--- src/rtl/pool_pkg.sv ---
// rtl/pool_pkg.sv - shared sign-magnitude max rule, lane slicing and sizing helpers for max_pool_2d
package pool_pkg;

    localparam int DEF_DATA_WIDTH = 16;
    localparam int DEF_CHANNELS   = 4;
    localparam int DEF_POOL       = 2;
    localparam int DEF_IMG_W      = 28;
    localparam int DEF_IMG_H      = 28;

    // Counter width for a 0..n-1 counter; never narrower than one bit.
    function automatic int cnt_w(input int n);
        return (n > 1) ? $clog2(n) : 1;
    endfunction

    function automatic int lane_lsb(input int c, input int dw);
        return c * dw;
    endfunction

    // True when a wins the sign-magnitude max against b; operands are dw bits, zero-extended.
    function automatic logic sm_a_wins(input logic [63:0] a, input logic [63:0] b, input int dw);
        logic [63:0] sbit;
        logic [63:0] mask;
        logic        sa;
        logic        sb;
        sbit = 64'd1 << (dw - 1);
        mask = sbit - 64'd1;
        sa   = |(a & sbit);
        sb   = |(b & sbit);
        if (sa != sb) begin
            return !sa;
        end
        if (!sa) begin
            return (a & mask) >= (b & mask);
        end
        return (a & mask) <= (b & mask);
    endfunction

endpackage

--- src/rtl/sm_max.sv ---
// rtl/sm_max.sv - combinational two-input sign-magnitude max for one lane
module sm_max
    import pool_pkg::*;
#(
    parameter int DATA_WIDTH = DEF_DATA_WIDTH
) (
    input  logic [DATA_WIDTH-1:0] a,
    input  logic [DATA_WIDTH-1:0] b,
    output logic [DATA_WIDTH-1:0] y
);

    always_comb begin
        y = sm_a_wins(64'(a), 64'(b), DATA_WIDTH) ? a : b;
    end

endmodule

--- src/rtl/max_pool_2d.sv ---
// rtl/max_pool_2d.sv - streaming POOLxPOOL stride-POOL max pooling over a row-major multi-lane pixel stream
module max_pool_2d
    import pool_pkg::*;
#(
    parameter int DATA_WIDTH = DEF_DATA_WIDTH,
    parameter int CHANNELS   = DEF_CHANNELS,
    parameter int POOL       = DEF_POOL,
    parameter int IMG_W      = DEF_IMG_W,
    parameter int IMG_H      = DEF_IMG_H
) (
    input  logic                           clk,
    input  logic                           rst_n,
    input  logic                           in_valid,
    output logic                           in_ready,
    input  logic [CHANNELS*DATA_WIDTH-1:0] in_data,
    output logic                           out_valid,
    input  logic                           out_ready,
    output logic [CHANNELS*DATA_WIDTH-1:0] out_data,
    output logic                           out_last
);

    localparam int OUT_W = IMG_W / POOL;
    localparam int COL_W = cnt_w(IMG_W);
    localparam int ROW_W = cnt_w(IMG_H);
    localparam int IDX_W = cnt_w(OUT_W);
    localparam int K_W   = cnt_w(POOL);
    localparam int BUS_W = CHANNELS * DATA_WIDTH;
    localparam logic [K_W-1:0]   K_MAX   = K_W'(POOL - 1);
    localparam logic [COL_W-1:0] COL_MAX = COL_W'(IMG_W - 1);
    localparam logic [ROW_W-1:0] ROW_MAX = ROW_W'(IMG_H - 1);

    // kc/kr/idx are kept as their own counters so no divider is needed.
    logic [COL_W-1:0] col_q, col_d;
    logic [ROW_W-1:0] row_q, row_d;
    logic [K_W-1:0]   kc_q, kc_d, kr_q, kr_d;
    logic [IDX_W-1:0] idx_q, idx_d;
    logic [BUS_W-1:0] hacc_q, hacc_d;
    logic             out_valid_q, out_valid_d;
    logic             out_last_q, out_last_d;
    logic [BUS_W-1:0] out_data_q, out_data_d;

    logic [BUS_W-1:0] rbuf_q [OUT_W];
    logic [BUS_W-1:0] rbuf_rd;
    logic [BUS_W-1:0] rbuf_wdata;
    logic             rbuf_we;
    logic [BUS_W-1:0] h_bus;
    logic [BUS_W-1:0] v_bus;
    logic             accept;

    assign rbuf_rd = rbuf_q[idx_q];

    for (genvar c = 0; c < CHANNELS; c++) begin : g_lane
        sm_max #(.DATA_WIDTH(DATA_WIDTH)) u_hmax (
            .a (hacc_q[lane_lsb(c, DATA_WIDTH) +: DATA_WIDTH]),
            .b (in_data[lane_lsb(c, DATA_WIDTH) +: DATA_WIDTH]),
            .y (h_bus[lane_lsb(c, DATA_WIDTH) +: DATA_WIDTH])
        );
        sm_max #(.DATA_WIDTH(DATA_WIDTH)) u_vmax (
            .a (rbuf_rd[lane_lsb(c, DATA_WIDTH) +: DATA_WIDTH]),
            .b (h_bus[lane_lsb(c, DATA_WIDTH) +: DATA_WIDTH]),
            .y (v_bus[lane_lsb(c, DATA_WIDTH) +: DATA_WIDTH])
        );
    end

    assign in_ready  = !out_valid_q | out_ready;
    assign accept    = in_valid & in_ready;
    assign out_valid = out_valid_q;
    assign out_data  = out_data_q;
    assign out_last  = out_last_q;

    always_comb begin
        col_d       = col_q;
        row_d       = row_q;
        kc_d        = kc_q;
        kr_d        = kr_q;
        idx_d       = idx_q;
        hacc_d      = hacc_q;
        out_valid_d = out_valid_q & !out_ready;
        out_last_d  = out_last_q;
        out_data_d  = out_data_q;
        rbuf_we     = 1'b0;
        rbuf_wdata  = h_bus;
        if (accept) begin
            hacc_d = (kc_q == '0) ? in_data : h_bus;
            if (col_q == COL_MAX) begin
                col_d = '0;
                kc_d  = '0;
                idx_d = '0;
                if (row_q == ROW_MAX) begin
                    row_d = '0;
                    kr_d  = '0;
                end else begin
                    row_d = row_q + ROW_W'(1);
                    kr_d  = (kr_q == K_MAX) ? '0 : kr_q + K_W'(1);
                end
            end else begin
                col_d = col_q + COL_W'(1);
                if (kc_q == K_MAX) begin
                    kc_d  = '0;
                    idx_d = idx_q + IDX_W'(1);
                end else begin
                    kc_d = kc_q + K_W'(1);
                end
            end
            if (kc_q == K_MAX) begin
                if (kr_q == K_MAX) begin
                    out_valid_d = 1'b1;
                    out_data_d  = v_bus;
                    out_last_d  = (row_q == ROW_MAX) && (col_q == COL_MAX);
                end else begin
                    rbuf_we    = 1'b1;
                    rbuf_wdata = (kr_q == '0) ? h_bus : v_bus;
                end
            end
        end
    end

    always_ff @(posedge clk) begin
        if (!rst_n) begin
            col_q       <= '0;
            row_q       <= '0;
            kc_q        <= '0;
            kr_q        <= '0;
            idx_q       <= '0;
            hacc_q      <= '0;
            out_valid_q <= 1'b0;
            out_last_q  <= 1'b0;
            out_data_q  <= '0;
        end else begin
            col_q       <= col_d;
            row_q       <= row_d;
            kc_q        <= kc_d;
            kr_q        <= kr_d;
            idx_q       <= idx_d;
            hacc_q      <= hacc_d;
            out_valid_q <= out_valid_d;
            out_last_q  <= out_last_d;
            out_data_q  <= out_data_d;
        end
    end

    // Row buffer holds no reset: row 0 of every frame overwrites it.
    always_ff @(posedge clk) begin
        if (rbuf_we) begin
            rbuf_q[idx_q] <= rbuf_wdata;
        end
    end

endmodule

--- config.mk ---
export PLATFORM = sky130hd
export DESIGN_NAME = max_pool_2d
export DESIGN_NICKNAME = d
export VERILOG_FILES = /design/src/rtl/pool_pkg.sv /design/src/rtl/sm_max.sv /design/src/rtl/max_pool_2d.sv
export SDC_FILE = /design/constraint.sdc
export NUM_CORES = 1
export LEC_CHECK = 0
export ABC_AREA = 1
export CAP_MARGIN = 15
export CORE_AREA = 10 10 283 352
export CTS_CLUSTER_DIAMETER = 100
export DETAILED_ROUTE_END_ITERATION = 10
export DIE_AREA = 0 0 293 362
export PLACE_DENSITY = 0.74
export SLEW_MARGIN = 20
export SYNTH_ARGS = -nofsm -noshare
export SYNTH_HDL_FRONTEND = slang
export SYNTH_HIERARCHICAL = 1
export SYNTH_SLANG_ARGS = --single-unit
--- constraint.sdc ---
create_clock -name clk -period 7.3 [get_ports clk]
set_clock_uncertainty 0.2 [all_clocks]
set_input_delay 1.46 -clock clk [delete_from_list [all_inputs] [get_ports clk]]
set_output_delay 1.46 -clock clk [all_outputs]
set_load 0.02 [all_outputs]
======== Yosys cells after proc, flatten, opt, wreduce, memory -nomap -nowiden ========
Memory sizes are Yosys's and may differ from the RTL's. A register that Yosys moved wholly into a read port is not among the register bits.
Cells that the tools add are included.
cells by class
  add/sub/neg operators ................... 5
  $lt $le $gt $ge ......................... 16
  equality and inequality tests ........... 10
  multiplexer cells ....................... 83
  bitwise gates (word level) .............. 3
  reductions and logical operators ........ 15
operators by type and width
  kind                 count
  $mux 16              8
  $ge 15x15->1         8
  $le 15x15->1         8
  $mux 1               68
  $mux 64              1
  $mux 4               4
  $add 5x1->5 const B  2
  $eq 5x5->1 const B   2
  $logic_not 1->1      10
  $mux 5               2
  $ne 1x1->1           8
  $add 4x1->4 const B  1
  $reduce_and 2->1     2
  $reduce_and 3->1     1
  $add 1x1->1 const B  2
  $and 1x1->1          2
  $reduce_bool 2->1    1
  $logic_and 1x1->1    1
  $or 1x1->1           1
word-level totals
  flip-flop bits (word level) ............. 146
  memory bits (writable) .................. 896
  bits of input ports ..................... 68
  word-level logic and storage cells ...... 142
  memories kept ........................... 1
memories
  memory  words  bits a word  read ports  clocked after memory_dff  wr ports  RTL line           source
  rbuf_q  14     64           1           1                         1         max_pool_2d.sv:42  logic [BUS_W-1:0] rbuf_q [OUT_W];

======== Logic depth before layout (Yosys ltp) ========
Gate-level depths: netlist of run 1.
  word-level depth ........................ 12
  gate-level depth with buffers ........... 29
  depth with buffers taken out ............ 27

======== Hierarchy ========
The synthesis of run 1 kept the hierarchy.
by module, submodules not included
  module       times used  cells each  area an instance (sq um)
  max_pool_2d  1           4157        43306.5
  sm_max       8           131         902.1

======== Least setup slack after synthesis of run 1 ========
Ideal clock, no wire load.
  kind .................................... input to register
  from .................................... input port out_ready
  to ...................................... memory rbuf_q[10][0] (netlist bit) (enable)
  setup time .............................. 0.565 ns
  arrival ................................. 6.480 ns
  data required time ...................... 6.535 ns
  path slack .............................. 0.055 ns
  cell stages on the path ................. 6
  path buffers ............................ 0
  cell sequence ........................... inv_1 > nand2_2 > nand3_1 > nor2_1 > inv_1 > nor3_1
on the way
  longest elaborated chain between the ends .. 5
RTL lines
  element                       RTL line            source
  from (decl)                   max_pool_2d.sv:17   input logic out_ready,
  $or 1x1->1                    max_pool_2d.sv:65   assign in_ready = !out_valid_q | out_ready;
  net in_ready                  max_pool_2d.sv:14   output logic in_ready,
  $and 1x1->1                   max_pool_2d.sv:66   assign accept = in_valid & in_ready;
  $mux 1                        max_pool_2d.sv:83   if (accept) begin
  $mux 1                        max_pool_2d.sv:144  if (rbuf_we) begin
  $mux 1 (not written as such)  max_pool_2d.sv:145  rbuf_q[idx_q] <= rbuf_wdata;
  to (decl)                     max_pool_2d.sv:42
The timed path passes the listed nets, and every way through them passes these cells.

======== Worst setup path in the final report of run 1 ========
  from .................................... input port in_data[62]
  to ...................................... register out_data_q[49], in the netlist out_data[49]
on the way
  longest elaborated chain between the ends .. 10
  elaborated cells between the ends (all ways) .. 14
RTL lines
  element               RTL line            source
  from (decl)           max_pool_2d.sv:15   input logic [CHANNELS*DATA_WIDTH-1:0] in_data,
  $ge 15x15->1          pool_pkg.sv:33      return (a & mask) >= (b & mask);
  $mux 1                pool_pkg.sv:32      if (!sa) begin
  $mux 1 *              pool_pkg.sv:35      return (a & mask) <= (b & mask);
  $mux 1 *              pool_pkg.sv:32
  $mux 16 *             sm_max.sv:13        y = sm_a_wins(64'(a), 64'(b), DATA_WIDTH) ? a : b;
  net h_bus[49]         max_pool_2d.sv:46   logic [BUS_W-1:0] h_bus;
  $ge 15x15->1          pool_pkg.sv:33
  $mux 1                pool_pkg.sv:32
  $mux 1                pool_pkg.sv:35
  $mux 1                pool_pkg.sv:32
  $mux 16 *             sm_max.sv:13
  net v_bus[49]         max_pool_2d.sv:47   logic [BUS_W-1:0] v_bus;
  to (signal assigned)  max_pool_2d.sv:138  out_data_q <= out_data_d;
  to (decl)             max_pool_2d.sv:40   logic [BUS_W-1:0] out_data_q, out_data_d;
The timed path passes the listed nets; every way through them passes the cells marked *.
A chain may end at the register's enable or synchronous reset.

==> results of run 1 <==
layer usage:
metal | part of all wire | global-route usage | routed length, um
met1 | 0.40 | 0.287 | 50200
met2 | 0.51 | 0.417 | 64500
met3 | 0.066 | 0.0300 | 8430
met4 | 0.029 | 0.0907 | 3730
met5 | 0 | 0 | 0
registers in the layout, indices dropped and copies added (netlist names), named ones only:
signal and count:
rbuf_q 896, kr_q 1, kc_q 1, idx_q 4, out_valid 1, row_q 5, out_last 1, hacc_q 64
out_data 64, col_q 5
stage by stage:
stage | setup WS (ns) | util | instance area (um2) | hold slack, ns
5_1_grt | 1.34 | 0.601 | 55700 | 0.285
4_1_cts | 1.82 | 0.601 | 55700 | 0.267
6_report | 1.74 | 0.601 | 55700 | 0.265
2_1_floorplan | 0.0552 | - | 50500 | 0.254
3_3_place_gp | 1.23 | 0.568 | 52700 | 0.254
3_5_place_dp | 1.13 | 0.568 | 52700 | 0.257
power groups by stage:
| stage | Combinational [uW] | Sequential, uW | Clock [uW] |
|---|---|---|---|
| after CTS | 1690 | 6780 | 4950 |
| after global routing | 1880 | 6780 | 5200 |
| after global placement | 1630 | 6900 | 0 |
| after detailed placement | 1680 | 6910 | 0 |
| final | 1690 | 6780 | 4900 |
| after floorplan | 1290 | 6870 | 0 |
worst min-delay path, cell delays in order, from the launching register on:
cell     delay, ns
dfxtp_1       0.31
nand2_1       0.06
a21oi_1       0.05
cells in the final DEF, fill, tap and decap left out, drive strengths merged:
master         count
nand2           2028
edfxtp           896
inv              619
nand3            593
a21oi            204
dfxtp            150
ha               134
clkdlybuf4s50    133
clkbuf           129
nand4            125
o211a             64
nor2              59
buf               58
clkinv            52
o21ai             38
nor3b              9
nor3               7
bufinv             3
clkinvlp           2
diode              1
a21boi             1
or2                1
xnor2              1
how the worst min path moves through the flow:
| stage | end |
|---|---|
| after floorplan | row_q[1]$_SDFFE_PN0P_ |
| after global placement | out_data[35]$_SDFFE_PN0P_ |
| after detailed placement | out_data[2]$_SDFFE_PN0P_ |
| after CTS | out_data[2]$_SDFFE_PN0P_ |
| after global routing | out_data[42]$_SDFFE_PN0P_ |
| final | out_data[6]$_SDFFE_PN0P_ |
area by class of cell:
type	instances	area [um2]
fillers	7358	37000
diodes	1	2.50
multi-input cells	3264	16900
repair buffers	191	1940
well taps	1206	1510
inverters	623	2360
flip-flops and latches	1046	29900
clock buffers	129	2670
clock inverters	53	384
cell families (layout without fill, tap and decap cells):
family | after synthesis | count (layout)
buffers and inverters | 895 | 996
other | 0 | 1
adder cells (fa/ha/maj) | 134 | 134
AO/OA/AOI/OAI | 307 | 307
flip-flops | 1046 | 1046
AND/OR/NAND/NOR | 2822 | 2822
XOR/XNOR | 1 | 1
==> summary.txt, run 1 <==
Part of the power in registers = 0.507
Die W = 293 um
P_int = 9910 uW
Hold Crit Class = reg -> reg
Register area share after synthesis = 0.592
Setup_tns = 0 ns
Cell Pwr Density = 240 mW/mm2
CP Launch Type = primary input
Port-buffer cells = 134
HPWL after DPL = 69900 um
Antenna-violating nets left = 0
Synth area leaders = edfxtp_1 (53%), nand2_1 (14%), dfxtp_1 (5.9%), nand3_1 (5.6%), inv_1 (4.3%)
Mux share of post-synthesis cell area = 0
Commonest cells in the netlist = nand2_1 (1818), edfxtp_1 (896), inv_1 (585), nand3_1 (561), a21oi_1 (196)
Tot GR Track Use = 0.235
Syn Nets = 5407
Crit path DAT = 5.94 ns
Syn Inst Count = 5205
Worst Hold Path Cells = 2
Largest net degree at the start of global routing = 187
Post-CTS setup buffer count = 0
Yosys warns = 6
Status = completed
Crit path max fanout = 17
Post-DR wirelength/cell = 19.5 um
Critical path origin = in_data[62]
Max clock buf depth = 3
Vias = 36209
WP buf/inv = 4
Compound-gate portion of the synthesized area = 0.0376
Hold_buf cts = 0
Tcrit/Tclk final = 0.762
Clk sinks = 1046
Synth Area in Simple Gates = 0.262
Clock share of power = 0.367
Worst setup path class = in -> reg
Antenna violations before repair = 0
Worst reg2reg path depth = 19
Post-cts resize count = 0
Total power = 13400 uW
Routed WL = 127000 um
Post-synth EDFFs = 896
Number of synthesized register bits = 1046
Placed cells = 6330
Area leader, netlist = edfxtp_1
# rows = 125
IO Pins = 135
Total gr overflow = 0
Number of setup violations in the final report = 0
Sw Ratio = 0.259
Critical path endpoint = out_data[49]$_SDFFE_PN0P_
R2r setup slk = 2.38 ns
Reg2reg end = out_data[2]$_SDFFE_PN0P_
Hold Violations, Final = 0
Die area = 0.106 mm2
Fmax = 0.180 GHz
Unrepaired setup endpoints after global routing = false
CTS tree = built
Post-synth top flop = edfxtp_1
Worst-Margin Slew = 1.13 ns
Top-count cell post-synth = nand2_1
Vias in the first global route = 35105
Max Transition Viols Final = 0
Final net count = 5428
Ys async rst share = 0
Non-Filler Instances = 6513
Die Ht = 362 um
CTS buffer count = 100
Mapped Area = 0.0505 mm2
CP delay by family, top = simple AND/OR/NAND/NOR gates
Max-cap violation count = 0
Syn Area/Cell = 9.71 um2
Cell depth of the worst setup path = 21
Iter 0 DRT Violations = 3470
Req. time, crit path = 7.68 ns
Clk_lat worst skew = 0.67 ns
Largest family of logic cells by synthesized area = simple AND/OR/NAND/NOR gates
Root buf cell = clkbuf_16
Critical Path End Type = flip-flop
Worst-path clk slew = 0.07 ns
Initial core utilization = 0.545
Post-synth top area share = 0.533
First-pass DRT Iterations = 6
Most Frequent Cell on Critical Path = nand2_1
# H-tree levels = 3
Share of layout cells above drive strength 1 = 0.0980
Crit-path cells = clkdlybuf4s50_1 -> inv_1 -> ha_1 -> nand2_2 -> nor2_4 -> inv_2 -> nor2_8 -> nand3_2 -> nand3_4 -> nand2_1 -> nand2_1 -> inv_1 -> ha_1 -> nand2_1 -> nor3b_1 -> nand3_2 -> nand3_4 -> nand2_1 -> nand2_1 -> nand2_1 -> a21oi_1
Adder-Cell Fraction of Synth Area = 0.0332
Worst vdd ir = 0.186 mV
# DRC = 0
Layout area overhead = 10.3%
Synth Area in XOR/XNOR = 0.000173
Vias per inst = 5.56
LEAKAGE = 0.0243 uW
Worst hold start = out_data[6]$_SDFFE_PN0P_
Combinational fraction of design power = 0.126
Core area = 0.0927 mm2
Tmin final = 5.56 ns
Library cells used by synthesis = 34
First-pass GRT wire length = 196000 um
Max incr delay on CP = 0.52 ns
GPL Wtd Cong = 0.858
Net Sw Power = 3460 uW
Relative slew slack = 0.241
Slowest-stage cell, CP = clkdlybuf4s50_1
Note: power is estimated with default switching activity, not from simulation.
==> run 2, diff against run 1 <==
PLACE_DENSITY = 0.71   (was 0.74)
clock period = 5.2 ns   (was 7.3 ns; I/O delays follow)
==> run 2 against run 1 <==
- setup slack got worse by 1.2 ns
- non-clock buffer count rose by 84
- flip-flop and latch count did not move
- routed wire length rose by 3.5%
- clock-buffer cell count fell by 10
- cell area rose by 2.0%
- cell count rose by 1.4%
- critical path type unchanged
==> summary.txt, run 2 (same netlist as run 1, synthesis figures left out) <==
Post-DR wirelength/cell = 19.9 um
Most common library cell in the layout ignoring fill and taps = nand2_1
Register area = 0.0299 mm2
Part of the power in registers = 0.482
Largest net degree at the start of global routing = 129
Hold Crit Class = reg -> reg
Max Transition Viols Final = 0
N_diodes = 0
Number of setup violations in the final report = 0
Clk sinks = 1046
CTS tree = built
Max-cap violation count = 0
Status = completed
Final Cell Area = 0.0569 mm2
Layout area overhead = 12.6%
Number of flip-flops in the largest register = 896
Combinational fraction of design power = 0.126
LEAKAGE = 0.0249 uW
IO Pins = 135
Total gr overflow = 0
# H-tree levels = 3
Pre-CTS WS = -0.104 ns
Worst Slack Setup Final = 0.578 ns
Worst vdd ir = 0.253 mV
Max incr delay on CP = 0.51 ns
Clk_lat worst skew = 0.69 ns
Fmax = 0.216 GHz
Final net count = 5513
Hold Violations, Final = 0
Hold endpoint = out_data[16]$_SDFFE_PN0P_
Crit path DAT = 4.94 ns
Vias = 36643
Worst-Margin Slew = 0.968 ns
Die W = 293 um
Antenna violations before repair = 0
Initial core utilization = 0.545
R2r setup slk = 0.92 ns
Top reg by flops = rbuf_q
Crit path max fanout = 16
Post-cts resize count = 0
Setup_tns = 0 ns
Clock share of power = 0.392
GPL Wtd Cong = 0.832
WP buf/inv = 3
# rows = 125
Cell Pwr Density = 347 mW/mm2
Relative slew slack = 0.355
Slowest-stage cell, CP = clkdlybuf4s50_1
Tmin final = 4.62 ns
Routed WL = 131000 um
Placed cells = 6414
Worst-path clk slew = 0.06 ns
Most frequent cells in the layout = nand2_1 (1818), edfxtp_1 (896), inv_1 (584), nand3_1 (561), a21oi_1 (196)
Unrepaired setup endpoints after global routing = false
Multi-input gate area = 0.0169 mm2
CP Launch Type = primary input
Root buf cell = clkbuf_16
Hold_buf cts = 0
Post-CTS setup buffer count = 0
Antenna-violating nets left = 0
Die area = 0.106 mm2
Max clock buf depth = 3
Tot GR Track Use = 0.244
Non-Filler Instances = 6606
Reg2reg end = out_data[4]$_SDFFE_PN0P_
Req. time, crit path = 5.51 ns
CP delay by family, top = simple AND/OR/NAND/NOR gates
P_int = 14700 uW
First-pass GRT wire length = 203000 um
HPWL after DPL = 74000 um
Iter 0 DRT Violations = 3307
Worst reg2reg path depth = 20
Port-buffer cells = 134
Worst hold start = out_data[16]$_SDFFE_PN0P_
Vias in the first global route = 36075
Critical Path End Type = flip-flop
Tcrit/Tclk final = 0.889
Worst setup path class = in -> reg
Number of fill cells in the layout = 7355
Core area = 0.0927 mm2
Vias per inst = 5.55
CTS buffer count = 101
Share of layout cells above drive strength 1 = 0.118
Placed inst area = 0.0534 mm2
Die Ht = 362 um
Sw Ratio = 0.256
Worst Hold Path Cells = 2
Critical path origin = in_data[56]
# DRC = 0
First-pass DRT Iterations = 9
Net Sw Power = 5050 uW
Fin util = 0.613
Most Frequent Cell on Critical Path = nand2_1
[run 2: changes by cell type in the layout (fill, tap and decap cells not counted), moves of 2 or more]
| cell | before | now |
|---|---|---|
| bufinv_16 | 3 | 15 |
| inv_6 | 4 | 2 |
| clkinvlp_4 | 2 | 18 |
| clkbuf_1 | 24 | 14 |
| clkbuf_16 | 101 | 103 |
| clkinv_1 | 31 | 20 |
| buf_4 | 43 | 124 |
| clkbuf_8 | 4 | 2 |
| clkinv_2 | 14 | 22 |
| clkinv_4 | 7 | 1 |
| buf_12 | 14 | 18 |
[run 2: final cells by class]
type | count | area share
clock buffers | 119 | 0.0467
clock inverters | 73 | 0.0150
inverters | 623 | 0.0415
multi-input cells | 3264 | 0.298
flip-flops and latches | 1046 | 0.526
well taps | 1206 | 0.0265
repair buffers | 275 | 0.0461
[run 2: worst max path at each step]
stage | cells after the start | endpoint
after global placement | 27 | out_data[21]$_SDFFE_PN0P_
after CTS | 27 | out_data[60]$_SDFFE_PN0P_
after floorplan | 6 | rbuf_q[10][0]$_DFFE_PP_
final | 27 | out_data[60]$_SDFFE_PN0P_
after detailed placement | 27 | out_data[56]$_SDFFE_PN0P_
after global routing | 27 | out_data[49]$_SDFFE_PN0P_
[run 2: stage by stage]
step	hold slack, ns	power [uW]
finish	0.264	19700
global route	0.278	20400
CTS	0.266	19800
detailed placement	0.257	12200
global placement	0.254	12100
floorplan	0.254	11500
[run 2: worst min-delay path: stages (launching register included)]
cell     delay [ns]
dfxtp_1        0.31
nand2_1        0.06
a21oi_1        0.05
[run 2: power groups by stage]
stage / sequential (uW) / clock, uW / combinational, uW
global placement: 9670 / 0 / 2420
detailed placement: 9680 / 0 / 2480
finish: 9500 / 7720 / 2490
CTS: 9490 / 7800 / 2490
global route: 9500 / 8130 / 2770
floorplan: 9650 / 0 / 1810
[run 2: routing by layer]
metal / wire length (um) / track usage
met5: 0 / 0
met4: 4710 / 0.0975
met3: 8870 / 0.0281
met2: 67600 / 0.440
met1: 50200 / 0.293
